===== src/rtl/lpddr2_responder.sv =====
// lpddr2_responder: memory-side end of the CPU LPDDR2 request interface.
// Turns each level-held CPU read/write request into exactly one Avalon-MM
// transaction toward the DDR controller, and returns read data plus a
// busy/done handshake. A read that never sees readdatavalid is aborted
// after TIMEOUT_CYCLES wait cycles and returns ERR_DATA.
module lpddr2_responder #(
  parameter int                ADDR_W         = 27,
  parameter int                DATA_W         = 32,
  parameter int                TIMEOUT_CYCLES = 1023,
  parameter logic [DATA_W-1:0] ERR_DATA       = DATA_W'(32'hDEAD_BEEF)
) (
  input  logic                clk,
  input  logic                rst_n,
  // CPU side
  input  logic [ADDR_W-1:0]   lpddr2_address,
  input  logic [DATA_W-1:0]   lpddr2_write_data,
  input  logic                lpddr2_rreq,
  input  logic                lpddr2_wreq,
  output logic [DATA_W-1:0]   lpddr2_read_data,
  output logic                lpddr2_busy,
  output logic                lpddr2_done,
  output logic                timeout_err,
  // controller side
  input  logic                local_init_done,
  output logic [ADDR_W-1:0]   avl_address,
  output logic [DATA_W-1:0]   avl_writedata,
  output logic [DATA_W/8-1:0] avl_byteenable,
  output logic                avl_read,
  output logic                avl_write,
  input  logic                avl_waitrequest,
  input  logic [DATA_W-1:0]   avl_readdata,
  input  logic                avl_readdatavalid
);

  // Wait counter only has to reach TIMEOUT_CYCLES-1; keep at least one bit.
  localparam int CNT_W = (TIMEOUT_CYCLES < 2) ? 1 : $clog2(TIMEOUT_CYCLES);
  localparam logic [CNT_W-1:0] CNT_LAST = CNT_W'(TIMEOUT_CYCLES - 1);

  typedef enum logic [2:0] {
    ST_INIT_WAIT,
    ST_IDLE,
    ST_WRITE,
    ST_READ_CMD,
    ST_READ_WAIT,
    ST_DONE
  } state_t;

  state_t              state_reg, state_next;
  logic                armed_reg, armed_next;
  logic [CNT_W-1:0]    cnt_reg, cnt_next;
  logic                avl_read_reg, avl_read_next;
  logic                avl_write_reg, avl_write_next;
  logic [ADDR_W-1:0]   avl_address_reg, avl_address_next;
  logic [DATA_W-1:0]   avl_writedata_reg, avl_writedata_next;
  logic [DATA_W-1:0]   read_data_reg, read_data_next;
  logic                busy_reg, busy_next;
  logic                done_reg, done_next;
  logic                timeout_err_reg, timeout_err_next;

  // Full-word accesses only: every byte lane is always enabled.
  genvar gi;
  generate
    for (gi = 0; gi < DATA_W / 8; gi++) begin : g_byteenable
      assign avl_byteenable[gi] = 1'b1;
    end
  endgenerate

  assign avl_read         = avl_read_reg;
  assign avl_write        = avl_write_reg;
  assign avl_address      = avl_address_reg;
  assign avl_writedata    = avl_writedata_reg;
  assign lpddr2_read_data = read_data_reg;
  assign lpddr2_busy      = busy_reg;
  assign lpddr2_done      = done_reg;
  assign timeout_err      = timeout_err_reg;

  // State and registered outputs; reset drops the Avalon commands immediately.
  always_ff @(posedge clk or negedge rst_n) begin
    if (!rst_n) begin
      state_reg         <= ST_INIT_WAIT;
      armed_reg         <= 1'b1;
      cnt_reg           <= '0;
      avl_read_reg      <= 1'b0;
      avl_write_reg     <= 1'b0;
      avl_address_reg   <= '0;
      avl_writedata_reg <= '0;
      read_data_reg     <= '0;
      busy_reg          <= 1'b1;
      done_reg          <= 1'b0;
      timeout_err_reg   <= 1'b0;
    end else begin
      state_reg         <= state_next;
      armed_reg         <= armed_next;
      cnt_reg           <= cnt_next;
      avl_read_reg      <= avl_read_next;
      avl_write_reg     <= avl_write_next;
      avl_address_reg   <= avl_address_next;
      avl_writedata_reg <= avl_writedata_next;
      read_data_reg     <= read_data_next;
      busy_reg          <= busy_next;
      done_reg          <= done_next;
      timeout_err_reg   <= timeout_err_next;
    end
  end

  // Next-state and next-output logic for the request sequencer.
  always_comb begin
    state_next         = state_reg;
    armed_next         = armed_reg;
    cnt_next           = cnt_reg;
    avl_read_next      = avl_read_reg;
    avl_write_next     = avl_write_reg;
    avl_address_next   = avl_address_reg;
    avl_writedata_next = avl_writedata_reg;
    read_data_next     = read_data_reg;
    timeout_err_next   = timeout_err_reg;

    // A request line seen low re-arms acceptance, so a request still held
    // after its done pulse is not issued a second time.
    if (!lpddr2_rreq && !lpddr2_wreq) begin
      armed_next = 1'b1;
    end

    case (state_reg)
      ST_INIT_WAIT: begin
        if (local_init_done) begin
          state_next = ST_IDLE;
        end
      end

      ST_IDLE: begin
        if (armed_reg && (lpddr2_rreq || lpddr2_wreq)) begin
          avl_address_next   = lpddr2_address;
          avl_writedata_next = lpddr2_write_data;
          armed_next         = 1'b0;
          // Write wins when both are raised; the read is simply dropped.
          if (lpddr2_wreq) begin
            avl_write_next = 1'b1;
            state_next     = ST_WRITE;
          end else begin
            avl_read_next  = 1'b1;
            state_next     = ST_READ_CMD;
          end
        end
      end

      ST_WRITE: begin
        if (!avl_waitrequest) begin
          avl_write_next = 1'b0;
          state_next     = ST_DONE;
        end
      end

      ST_READ_CMD: begin
        if (!avl_waitrequest) begin
          avl_read_next = 1'b0;
          cnt_next      = '0;
          state_next    = ST_READ_WAIT;
        end
      end

      ST_READ_WAIT: begin
        // Data arriving on the terminal-count cycle still counts as success.
        if (avl_readdatavalid) begin
          read_data_next = avl_readdata;
          state_next     = ST_DONE;
        end else if (cnt_reg == CNT_LAST) begin
          read_data_next   = ERR_DATA;
          timeout_err_next = 1'b1;
          state_next       = ST_DONE;
        end else begin
          cnt_next = cnt_reg + CNT_W'(1);
        end
      end

      ST_DONE: begin
        state_next = ST_IDLE;
      end

      default: begin
        state_next = ST_INIT_WAIT;
      end
    endcase

    // Busy covers everything except IDLE; done marks the single DONE cycle.
    busy_next = (state_next != ST_IDLE);
    done_next = (state_next == ST_DONE);
  end

endmodule


===== config.mk =====
export PLATFORM = sky130hd
export DESIGN_NAME = lpddr2_responder
export DESIGN_NICKNAME = d
export VERILOG_FILES = /design/src/rtl/lpddr2_responder.sv
export SDC_FILE = /design/constraint.sdc
export NUM_CORES = 1
export LEC_CHECK = 0
export CORE_ASPECT_RATIO = 0.75
export CORE_UTILIZATION = 45
export CTS_CLUSTER_DIAMETER = 30
export DETAILED_ROUTE_END_ITERATION = 16
export GPL_TIMING_DRIVEN = 0
export PLACE_DENSITY_LB_ADDON = 0.25
export SYNTH_ARGS = -nofsm -noshare
export SYNTH_HDL_FRONTEND = slang
export SYNTH_SLANG_ARGS = --single-unit

===== constraint.sdc =====
create_clock -name clk -period 2.7 [get_ports clk]
set_input_delay 0.405 -clock clk [delete_from_list [all_inputs] [get_ports clk]]
set_output_delay 0.405 -clock clk [all_outputs]
set_load 0.01 [all_outputs]

### Word-level counts from Yosys, hierarchy flattened

Cells that the tools add are included.

| word-level totals | value |
|---|---|
| flip-flop bits (word level) | 110 |
| input bits | 98 |
| output and inout port bits | 100 |
| word-level logic and storage cells | 68 |

| cells by class | value |
|---|---|
| add/sub/neg operators | 1 |
| equal/unequal tests | 15 |
| multiplexer cells | 24 |
| bitwise gates (word level) | 1 |
| reduce and logical (&&, ||, !) cells | 16 |

Operator list:

| operator | count |
|---|---|
| $mux W32 | 2 |
| $mux W10 | 3 |
| $pmux W10 S2 | 1 |
| $mux W3 | 6 |
| $pmux W3 S6 | 1 |
| $ne A2 B2 Y1 const B | 7 |
| $reduce_and A4 Y1 | 3 |
| $add A10 B1 Y10 const B | 1 |
| $eq A10 B10 Y1 const B | 1 |
| $eq A3 B3 Y1 const B | 3 |
| $mux W1 | 9 |
| $reduce_bool A2 Y1 | 4 |
| $eq A3 B2 Y1 const B | 2 |
| $pmux W1 S2 | 2 |
| $reduce_and A2 Y1 | 2 |
| $eq A3 B1 Y1 const B | 1 |
| $logic_not A3 Y1 | 1 |
| $ne A3 B1 Y1 const B | 1 |
| $reduce_and A3 Y1 | 1 |
| $logic_and A1 B1 Y1 | 2 |
| $logic_not A1 Y1 | 2 |
| $logic_or A1 B1 Y1 | 1 |
| $not A1 Y1 | 1 |

### Longest topological paths before layout

Gate-level depths: netlist of the first run.

| depth | value |
|---|---|
| depth after elaboration | 5 |
| mapped depth | 7 |
| depth with buffers taken out | 6 |

### Worst setup path before layout of the first run

OpenSTA, ideal clock, no wires.

| timing | value |
|---|---|
| path type | register to register |
| start | reg state_reg[0] |
| end | reg cnt_reg[2] |
| library setup time | 0.120 ns |
| arrival | 1.679 ns |
| data required time | 2.580 ns |
| setup slack | 0.901 ns |
| cell stages (with the launch flop) | 7 |
| path buffers | 2 |
| period minus slack after synthesis | 1.799 ns |
| cells stage by stage | dfrtp_1 -> buf_6 -> or3b_4 -> nor4_4 -> buf_6 -> nor2_1 -> a31o_1 |

| on the way | value |
|---|---|
| cells in the longest elaborated chain, start to end | 3 |
| elaborated cells on any way between the ends | 8 |
| classes of those cells | 5 x eq/ne; 1 x mux; 2 x reduce/logical |

Ends and longest elaborated chain:

| element | line | source |
|---|---|---|
| start: declaration | 48 | `state_t state_reg, state_next;` |
| start signal: assignment | 92 | `state_reg <= state_next;` |
| $eq A3 B3 Y1 or $eq A3 B2 Y1 (tied branches) | 124 | `case (state_reg)` |
| $ne A2 B2 Y1 (no source line) or $reduce_bool A2 Y1 (tied branches) | n/a |  |
| $reduce_and A4 Y1 (no source line) | n/a |  |
| end signal: assignment | 94 | `cnt_reg <= cnt_next;` |
| end: declaration | 50 | `logic [CNT_W-1:0] cnt_reg, cnt_next;` |

Parallel ways exist; a longest one is shown, timed or not.
A chain may end at the register's enable or synchronous reset.

### Final worst setup path of the first run

| timing | value |
|---|---|
| start | reg state_reg[1] |
| end | reg avl_address_reg[23], in the netlist avl_address[23] |

| on the way | value |
|---|---|
| cells in the longest elaborated chain, start to end | 2 |

Ends and longest elaborated chain:

| element | line | source |
|---|---|---|
| $eq A3 B1 Y1 | 124 |  |
| $reduce_and A2 Y1 (no source line) | n/a |  |
| end signal: assignment | 97 | `avl_address_reg <= avl_address_next;` |
| end: declaration | 53 | `logic [ADDR_W-1:0] avl_address_reg, avl_address_next;` |

Every way passes these cells.

==> impl_metrics.py, run 1 <==
metrics = {
    "logic_synthesis": {
        "synth_adder_area_share": 0.005594,
        "postSynthRegisterBits": 110,
        "asyncSetResetFlopFracSynth": 1.000,
        "synthesis.yosys.warnings": 0,
        "synth_compound_area_frac": 0.1004,
        "synthDistinctLibCells": 48,
        "synth_top_area_frac": 0.6042,
        "synthTopCellsByArea": "sky130_fd_sc_hd__dfrtp_1 (60%), sky130_fd_sc_hd__mux2_2 (15%), sky130_fd_sc_hd__o22a_1 (3.3%)",
        "post_synth_and_or_nand_nor_area_fraction": 0.08476,
        "xor_xnor_share_of_the_synthesized_area": 0,
        "syn_inst": 318,
        "sequential_cell_area_fraction_in_the_yosys_report": 0.6159,
        "syn_avg_cell_area_um2": 14.07,
        "postSynth.topFlopCell": "sky130_fd_sc_hd__dfrtp_1",
        "fraction_of_synthesized_area_in_multiplexers": 0.1575,
        "main_combinational_cell_family_by_area_after_synthesis": "multiplexers",
        "synth_largest_area_cell": "sky130_fd_sc_hd__dfrtp_1",
        "synth_enable_flop_cells": 0,
        "netlist_area_mm2": 0.004473,
    },
    "route": {
        "first_pass_iters": 4,
        "route.antenna.remaining_nets": 0,
        "avgRoutedWirePerCell_um": 17.20,
        "detail_route.wirelength_um": 11410,
        "drt_iter0_drc": 127,
        "dr_total_vias": 3384,
        "drt_drc_violations_left": 0,
        "vias_per_cell": 5.104,
    },
    "setup_path": {
        "cp-startpoint": "state_reg[1]",
        "path_class": "flop to flop",
        "worst-r2r-setup-slack_ps": 630,
        "timing.rr.end": "avl_address[23]",
        "worstReg2RegStart": "state_reg[1]",
        "worstSetupStartpointType": "flop",
        "buffer_and_inverter_count_on_the_worst_path": 3,
        "critPathTopFamily": "buffers and inverters",
        "cell_repeated_most_along_the_worst_path": "sky130_fd_sc_hd__buf_2",
        "crit_path_end_kind": "flop",
        "crit_fanout": 10,
        "timing.critical_path.cells": "buf_2 -> and4bb_2 -> o21a_1 -> clkbuf_1 -> buf_2 -> mux2_2",
        "worst-r2r-cell-count": 6,
        "required_ps": 2930,
        "worstSetupPathDepth": 6,
        "max_stage_delay_ps": 380,
        "worstPathArrival_ps": 2300,
        "cp_slowest_cell": "sky130_fd_sc_hd__dfrtp_1",
        "crit_end": "avl_address[23]",
    },
    "placed_design": {
        "placed_area_mm2": 0.006606,
        "dp.final_hpwl_um": 8488,
        "buffer_ports.inserted": 193,
        "routabilityCongestion": 0.8389,
    },
    "layout": {
        "share_of_final_layout_standard_cells_stronger_than_drive_strength_1": 0.1996,
        "synthToLayoutAreaGrowth_pct": 55.16,
        "antenna-diode-count": 0,
        "postLayoutCellArea_mm2": 0.006940,
        "fin_util": 0.7186,
        "design.final.nets": 626,
        "fillCellCount": 679,
    },
    "clocking": {
        "cts-root-buf": "sky130_fd_sc_hd__clkbuf_16",
        "htree_levels": 3,
        "worst_skew_pair.late_latency_ps": 350,
        "ctsLongestPathBuffers": 2,
        "cts.sinks": 110,
        "cts_hold_buffers": 0,
        "post-cts-setup-buffers": 0,
        "clock_tree_from_tritoncts": "built",
        "path_clk_slew_ps": 70,
        "num_cts_buffers": 9,
        "post_cts_resized": 0,
    },
    "power_and_ir_drop": {
        "power.density_cell_area_mw_per_mm2": 1123,
        "p_int_w": 0.005467,
        "max-vdd-ir-drop_uv": 649.5,
        "power.combinational.fraction": 0.450,
        "power.net_switching_w": 0.002329,
        "p_leak_nw": 2.890,
        "power.share.sequential": 0.363,
        "net_switching_fraction_of_the_power": 0.2987,
        "clkPwrFrac": 0.187,
    },
    "sta": {
        "finalHoldViolCount": 0,
        "slew_worst_pin_ps": 802.3,
        "highest_clock_rate_ghz": 0.4836,
        "min_period_over_period": 0.7658,
        "final.setup_skew_ps": 7.814,
        "setup_viol": 0,
        "setup_repair_after_global_routing_missed_its_margin": "no",
        "relSlewSlack": 0.4603,
        "layout_min_cycle_time_ps": 2068,
        "slew_viol_final": 0,
    },
    "global_routing": {
        "antenna_found_initial": 0,
        "wire_length_of_the_first_global_routing_pass_um": 17660,
        "gr-total-overflow": 0,
        "grt_max_degree": 58,
        "first_global_vias": 3516,
        "grtUsageTotal": 0.2295,
    },
    "status": {
        "run_status": "finished, final reports clean",
    },
    "die": {
        "core_region_area_mm2": 0.009658,
        "die_height_um": 88.34,
        "num_rows": 31,
        "top_level_ports": 198,
        "die_area_mm2": 0.01035,
        "initial_utilization": 0.4631,
        "horiz_die_dim_um": 117.1,
    },
    "flow_run": {
        "number_of_max_cap_violations": 0,
    },
    "worst_hold_path": {
        "hold_path_class": "input pin to async pin",
    },
}
[Yosys cell counts, types with 2 or more instances]
cell,number
sky130_fd_sc_hd__a21oi_1,4
sky130_fd_sc_hd__a22o_1,9
sky130_fd_sc_hd__a31oi_1,2
sky130_fd_sc_hd__buf_2,11
sky130_fd_sc_hd__buf_4,4
sky130_fd_sc_hd__buf_6,3
sky130_fd_sc_hd__clkbuf_1,2
sky130_fd_sc_hd__dfrtp_1,108
sky130_fd_sc_hd__dfstp_2,2
sky130_fd_sc_hd__ha_1,2
sky130_fd_sc_hd__inv_1,7
sky130_fd_sc_hd__mux2_2,59
sky130_fd_sc_hd__mux2i_1,4
sky130_fd_sc_hd__nand2_1,11
sky130_fd_sc_hd__nand2b_1,4
sky130_fd_sc_hd__nand3_1,5
sky130_fd_sc_hd__nand4_1,2
sky130_fd_sc_hd__nand4bb_1,2
sky130_fd_sc_hd__nor2_1,4
sky130_fd_sc_hd__nor4_1,3
sky130_fd_sc_hd__o21a_1,9
sky130_fd_sc_hd__o21ai_0,4
sky130_fd_sc_hd__o22a_1,17
sky130_fd_sc_hd__o31ai_1,5
sky130_fd_sc_hd__or3_1,8
sky130_fd_sc_hd__or4_1,5
[how the worst min path moves through the flow]
stage           startpoint                   end  slack [ps]  cells after the start
2_1_floorplan        rst_n        avl_address[0]         110                      0
3_3_place_gp   timeout_err           timeout_err         440                      1
3_5_place_dp   timeout_err           timeout_err         450                      1
4_1_cts              rst_n  lpddr2_read_data[12]         130                      1
5_1_grt              rst_n  lpddr2_read_data[12]         160                      1
6_report             rst_n   lpddr2_read_data[1]         110                      1
[area by class of cell]
type | count | area, um^2 | share of cell area
Sequential cell | 110 | 2755 | 0.3970
Tap cell | 132 | 165.2 | 0.02380
Inverter | 7 | 26.28 | 0.003786
Multi-Input combinational cell | 183 | 1573 | 0.2266
Clock buffer | 11 | 252.7 | 0.03642
Buffer | 21 | 130.1 | 0.01875
Timing Repair Buffer | 194 | 1957 | 0.2820
Clock inverter | 5 | 81.33 | 0.01172
[cells by family (layout without fill, tap and decap cells)]
group           count (synthesis)  count (layout)
flops                         110             110
buf+inv                        28             238
fa+ha+maj                       2               2
mux                            63              63
compound gates                 58              58
simple gates                   56              56
other cells                     1               4
[routing by layer]
layer | wire, um | vias to the layer above | GRT usage | part of all wire
met5 | 0 | - | 0 | 0
met4 | 95 | 0 | 0.06904 | 0.0083
met3 | 1165 | 9 | 0.1000 | 0.10
met2 | 5395 | 146 | 0.3782 | 0.47
met1 | 4750 | 1658 | 0.2745 | 0.42
li1 | - | 1571 | - | -
[per-stage QoR]
step	setup WS [ps]	instances	hold WS [ps]	TNS, ps	total power (W)
finish	632.2	663	113.1	0	0.007796
floorplan	900.9	321	109.4	0	0.004411
global route	488.9	663	164.1	0	0.008258
global placement	-2931	646	442.6	-319040	0.006275
detailed placement	507.4	647	449.3	0	0.006396
CTS	601.4	663	134.0	0	0.007890
[placed cells by master, fill, tap and decap left out, types with 2 or more instances in the layout]
cell	synthesis	layout
sky130_fd_sc_hd__clkbuf_16	0	9
sky130_fd_sc_hd__clkbuf_8	0	2
sky130_fd_sc_hd__o31ai_1	5	5
sky130_fd_sc_hd__buf_6	3	3
sky130_fd_sc_hd__ha_1	2	2
sky130_fd_sc_hd__o22a_1	17	17
sky130_fd_sc_hd__or4_1	5	5
sky130_fd_sc_hd__a22o_1	9	9
sky130_fd_sc_hd__dfstp_2	2	2
sky130_fd_sc_hd__nand3_1	5	5
sky130_fd_sc_hd__nand4_1	2	2
sky130_fd_sc_hd__nand4bb_1	2	2
sky130_fd_sc_hd__dfrtp_1	108	108
sky130_fd_sc_hd__nor4_1	3	3
sky130_fd_sc_hd__mux2_2	59	59
sky130_fd_sc_hd__a31oi_1	2	2
sky130_fd_sc_hd__or3_1	8	8
sky130_fd_sc_hd__nand2b_1	4	4
sky130_fd_sc_hd__nor2_1	4	4
sky130_fd_sc_hd__o21a_1	9	9
sky130_fd_sc_hd__clkbuf_1	2	2
sky130_fd_sc_hd__mux2i_1	4	4
sky130_fd_sc_hd__clkdlybuf4s50_1	0	192
sky130_fd_sc_hd__a21oi_1	4	4
sky130_fd_sc_hd__buf_4	4	5
sky130_fd_sc_hd__nand2_1	11	11
sky130_fd_sc_hd__inv_1	7	7
sky130_fd_sc_hd__bufinv_16	0	2
sky130_fd_sc_hd__o21ai_0	4	4
sky130_fd_sc_hd__buf_2	11	11
sky130_fd_sc_hd__conb_1	1	4
[power groups by stage]
| stage | clock network [W] | registers, W | logic [W] |
|---|---|---|---|
| after global routing | 0.00155 | 0.00293 | 0.00377 |
| after detailed placement | 0 | 0.00287 | 0.00353 |
| after global placement | 0 | 0.00282 | 0.00345 |
| final | 0.00145 | 0.00283 | 0.00351 |
| after CTS | 0.00149 | 0.00284 | 0.00355 |
| after floorplan | 0 | 0.00317 | 0.00124 |
Power figures use the tool's default switching activity.
==> run 2: changes to the inputs <==
Settings changed: CORE_UTILIZATION 45 to 42.
Clock period 2.7 ns to 2.1 ns, I/O delays scaled along.
==> run 2 against run 1 <==
  * Global-route usage decreased by 2.1 points
  * Via count hardly changed
  * Worst setup slack got worse by 540 ps
  * Total power rose by 25%
  * Clock power grew 12%
  * Wire length shrank 2.2%
  * Critical path depth fell by 1
  * First-iteration DRC count rose by 42%
  * Fmax increased by 3.0%
==> impl_metrics.py, run 2 (synthesized netlist as in run 1, its figures left out) <==
metrics = {
    "layout": {
        "final_common_cell": "sky130_fd_sc_hd__clkdlybuf4s50_1",
        "antenna-diode-count": 0,
        "share_of_final_layout_standard_cells_stronger_than_drive_strength_1": 0.2019,
        "fin_util": 0.6692,
        "fillCellCount": 769,
        "final_cell_mix": "sky130_fd_sc_hd__clkdlybuf4s50_1 (192), sky130_fd_sc_hd__dfrtp_1 (108), sky130_fd_sc_hd__mux2_2 (59), sky130_fd_sc_hd__o22a_1 (17), sky130_fd_sc_hd__nand2_1 (11)",
        "design.final.nets": 625,
        "fin_cells": 666,
        "synthToLayoutAreaGrowth_pct": 54.55,
    },
    "clocking": {
        "clock_tree_from_tritoncts": "built",
        "post-cts-setup-buffers": 0,
        "ctsLongestPathBuffers": 2,
        "path_clk_slew_ps": 70,
        "htree_levels": 3,
        "worst_skew_pair.late_latency_ps": 330,
        "cts-root-buf": "sky130_fd_sc_hd__clkbuf_16",
        "num_cts_buffers": 9,
        "cts.sinks": 110,
    },
    "setup_path": {
        "timing.rr.end": "avl_address[6]",
        "timing.critical_path.cells": "buf_2 -> and4bb_2 -> o21a_1 -> buf_2 -> mux2_2",
        "crit_path_end_kind": "flop",
        "cell_repeated_most_along_the_worst_path": "sky130_fd_sc_hd__buf_2",
        "path_class": "flop to flop",
        "worst-r2r-setup-slack_ps": 90,
        "worstReg2RegStart": "state_reg[1]",
        "cp-startpoint": "state_reg[1]",
        "critPathTopFamily": "buffers and inverters",
        "required_ps": 2320,
        "worstPathArrival_ps": 2230,
        "max_stage_delay_ps": 370,
        "worst-r2r-cell-count": 5,
        "buffer_and_inverter_count_on_the_worst_path": 2,
        "worstSetupStartpointType": "flop",
        "cp_slowest_cell": "sky130_fd_sc_hd__dfrtp_1",
        "crit_fanout": 10,
    },
    "route": {
        "route.antenna.remaining_nets": 0,
        "first_pass_iters": 4,
        "drt_drc_violations_left": 0,
        "vias_per_cell": 5.083,
        "detail_route.wirelength_um": 11160,
        "drt_iter0_drc": 180,
        "dr_total_vias": 3385,
        "avgRoutedWirePerCell_um": 16.75,
    },
    "die": {
        "die_area_mm2": 0.01107,
        "die_height_um": 91.38,
        "top_level_ports": 198,
        "initial_utilization": 0.4330,
        "num_rows": 32,
        "horiz_die_dim_um": 121.2,
        "core_region_area_mm2": 0.01033,
    },
    "sta": {
        "setup_viol": 0,
        "relSlewSlack": 0.4247,
        "slew_viol_final": 0,
        "min_period_over_period": 0.9558,
        "final.setup_skew_ps": 5.224,
        "slew_worst_pin_ps": 855.2,
        "highest_clock_rate_ghz": 0.4982,
        "finalHoldViolCount": 0,
        "layout_min_cycle_time_ps": 2007,
        "timing.setup.tns_ps": 0,
    },
    "global_routing": {
        "antenna_found_initial": 0,
        "gr-total-overflow": 0,
        "grt_max_degree": 69,
        "wire_length_of_the_first_global_routing_pass_um": 17800,
        "grtUsageTotal": 0.2083,
        "first_global_vias": 3550,
    },
    "power_and_ir_drop": {
        "power.net_switching_w": 0.002975,
        "power.share.sequential": 0.371,
        "clkPwrFrac": 0.166,
        "power.combinational.fraction": 0.462,
        "max-vdd-ir-drop_uv": 927.4,
        "p_int_w": 0.006801,
        "p_leak_nw": 2.864,
        "power.density_cell_area_mw_per_mm2": 1414,
        "net_switching_fraction_of_the_power": 0.3043,
    },
    "flow_run": {
        "number_of_max_cap_violations": 0,
    },
    "status": {
        "run_status": "finished, final reports clean",
    },
    "placed_design": {
        "routabilityCongestion": 0.8328,
        "dp.final_hpwl_um": 8524,
        "buffer_ports.inserted": 193,
        "place_inst": 651,
    },
    "worst_hold_path": {
        "hold_path_class": "input pin to async pin",
    },
}
## run 2: cell types whose count changed in the layout (fill, tap and decap cells not counted), sizes merged
cell / before / now
buf: 21 / 19
bufinv: 2 / 0
clkbuf: 13 / 14
clkinvlp: 1 / 2
inv: 7 / 8
## run 2: repair_timing
action,CTS,global route
resized for setup,0,3
endpoints found under the hold margin,0,0
hold buffers,0,0
pin swaps,0,1
setup endpoints to repair,59,62
## run 2: area by class of cell
class,instances,area (um^2),share of cell area
Sequential cell,110,2755,0.3986
Timing Repair Buffer,194,1957,0.2831
Multi-Input combinational cell,183,1579,0.2284
Clock buffer,11,252.7,0.03656
Tap cell,136,170.2,0.02462
Buffer,20,131.4,0.01900
Clock inverter,5,41.29,0.005973
Inverter,7,26.28,0.003801
## run 2: how the worst max path moves through the flow
stage,end,slack (ps),cells past startpoint
CTS,avl_writedata[11],-30,6
finish,avl_address[6],90,5
global placement,avl_writedata[4],-3440,1
global route,avl_writedata[3],-7,5
floorplan,cnt_reg[2],300,6
detailed placement,avl_writedata[11],-20,6
## run 2: stage by stage
step	setup WS (ps)	hold slack, ps	area (um^2)	total power (W)
detailed placement	-15.22	453.9	6611	0.008228
global route	-7.164	165.0	6913	0.01034
finish	92.91	94.85	6913	0.009776
floorplan	300.9	19.41	4484	0.005671
CTS	-34.13	121.2	6905	0.009890
global placement	-3439	449.0	6586	0.008075
## run 2: power groups by stage
stage	registers, W	clock network [W]	logic (W)
after floorplan	0.00408	0	0.00159
after global placement	0.00362	0	0.00445
after detailed placement	0.00368	0	0.00455
after CTS	0.00364	0.00167	0.00458
after global routing	0.00376	0.00175	0.00483
final	0.00363	0.00163	0.00452
## run 2: layer usage
layer | part of all wire | GRT usage | vias up
met2 | 0.48 | 0.3510 | 144
met4 | 0.015 | 0.05350 | 0
met1 | 0.41 | 0.2536 | 1644
met5 | 0 | 0 | -
li1 | - | - | 1582
met3 | 0.092 | 0.07286 | 15
## run 2: worst reg2reg max path, delay by kind of cell (launching register included)
kind                   cells  cell delay [ps]
AOI/OAI and AO/OA          1              300
and+or+nand+nor            1              340
muxes                      1              370
DFF                        1              370
buffers and inverters      2              510
==> edit: new RTL, flow settings as in run 2 <==
Take the reset off `avl_address_reg`, `avl_writedata_reg` and `read_data_reg` and load them in a clocked block of their own.
--- a/src/rtl/lpddr2_responder.sv
+++ b/src/rtl/lpddr2_responder.sv
@@ -82,9 +82,6 @@
       cnt_reg           <= '0;
       avl_read_reg      <= 1'b0;
       avl_write_reg     <= 1'b0;
-      avl_address_reg   <= '0;
-      avl_writedata_reg <= '0;
-      read_data_reg     <= '0;
       busy_reg          <= 1'b1;
       done_reg          <= 1'b0;
       timeout_err_reg   <= 1'b0;
@@ -94,13 +91,16 @@
       cnt_reg           <= cnt_next;
       avl_read_reg      <= avl_read_next;
       avl_write_reg     <= avl_write_next;
-      avl_address_reg   <= avl_address_next;
-      avl_writedata_reg <= avl_writedata_next;
-      read_data_reg     <= read_data_next;
       busy_reg          <= busy_next;
       done_reg          <= done_next;
       timeout_err_reg   <= timeout_err_next;
     end
+  end
+
+  always_ff @(posedge clk) begin
+    avl_address_reg   <= avl_address_next;
+    avl_writedata_reg <= avl_writedata_next;
+    read_data_reg     <= read_data_next;
   end
 
   // Next-state and next-output logic for the request sequencer.
Check against the original RTL: differs if rst_n is asserted again (counterexample within 4 cycles, from zero or initial values and one cycle with rst_n low); with rst_n held inactive, the same outputs for 10 cycles.
==> edit against run 2 <==
Critical path depth is 1 higher. Sequential share of layout area grew 9.7 points. Worst setup slack better by 0.026 ns. Largest cell class unchanged. Sequential cell count unchanged. Critical path type unchanged. Count of clock-buffer cells in the layout decreased by 2. Cell area shrank 6.4%. Synthesized area fell by 10%. Utilization is 3.7 points higher. Wire length is 9.7% lower. Highest routed layer unchanged.
Power is not compared: it rests on default switching activity, and its combinational part moved more than twofold at a synthesized area within 25%.
==> edit: results (changes against run 2) <==
metric	value	unit	change
drtIter0Drc	148		-18%
cts_buffer_depth	2		unchanged
synth_top_area_share	68.1	%	+7.7 points
nMultiInputCombCells	115		-37%
r2r_end	lpddr2_read_data[8]		
antenna_found_initial	0		unchanged
synth-xor-area-share	0.218	%	+0.22 points
clk_pin_slew	0.07	ns	about the same
synth-async-reset-ratio	17.3	%	-83 points
status	completed		
met2_usage	34.8	%	-0.27 points
wl_met2	5140	um	-3.5%
grtUsageMet3	7.41	%	+0.13 points
buffer_area_share	31.2	%	+1.0 points
gp_congestion	0.849		+1.9%
vias_per_cell	4.68		-7.9%
cts_resized	6		+6
ff2ff_setup_slack	0.12	ns	+0.03 ns
multi_input_area	754	um2	-52%
rr_worst_depth	6		+1
synth_adder_area_share	0.624	%	+0.064 points
routed_wl	10100	um	-9.7%
inv_count	8		+1
die_area	9950	um2	-10%
regArea	3210	um2	+17%
synthMuxAreaShare	0.749	%	-15 points
skew	0.00909	ns	+0.00387 ns
root_buffer	clkbuf_16		
grtUsageTotal	20.4	%	-0.46 points
synth-compound-area-share	4.40	%	-5.6 points
place_area	6120	um2	-7.4%
synth_edf_count	91		+91
io_buffers	192		-0.52%
grt_pass1_wl	14700	um	-18%
tightest_slew	0.865	ns	+0.0100 ns
total_power	6350	uW	
hold_class	primary input to register		
grt_pass1_vias	2710		-24%
n_all_buffers	207		-3.3%
ys_seq_area_share	80.0	%	+18 points
synth_common_cells	91 x edfxtp_1, 26 x nand2b_1, 17 x dfrtp_1		
fin_nets	551		-12%
whs	0.397	ns	+0.302 ns
grt_max_degree	20		-71%
met3_length	925	um	-9.8%
synth.area.top_cells	edfxtp_1 68%, dfrtp_1 11%, nand2b_1 4.1%, dfstp_2 1.3%, and2_1 1.2%		
fillers	682		-11%
synth_cell_types	43		-10%
r2r_start	cnt_reg[0]		
max_stage_delay	0.45	ns	+0.08 ns
met1Wirelength	3870	um	-16%
grt_util_met1	24.2	%	-1.2 points
critPathArrivalTime	2.00	ns	-0.23 ns
detailed_place_hpwl	7030	um	-18%
cp_max_fo	17		+7
## edit: cell types whose count changed after synthesis, moves of 5 or more
cell / before / now
and2_1: 1 / 8
buf_2: 11 / 2
dfrtp_1: 108 / 17
mux2_2: 59 / 0
o22a_1: 17 / 0
or3_1: 8 / 2
edfxtp_1: 0 / 91
nand2b_1: 4 / 26
o21a_1: 9 / 0
a22o_1: 9 / 0
o21ai_0: 4 / 9
## edit: critical path: cells and delay by family, from the launching register on
| kind | cells | cell delay, ns |
|---|---|---|
| simple gates | 2 | 0.35 |
| fa+ha+maj | 1 | 0.17 |
| buf+inv | 2 | 0.35 |
| flops | 1 | 0.45 |
| compound gates | 1 | 0.33 |
## edit: metrics by stage
step / worst slack (ns) / cells / util (%)
global placement: -0.684 / 562 / 66.8
floorplan: 0.0000653 / 242 / -
detailed placement: -0.725 / 562 / 66.8
CTS: 0.00288 / 582 / 70.4
global route: -0.0171 / 584 / 70.7
finish: 0.119 / 584 / 70.7
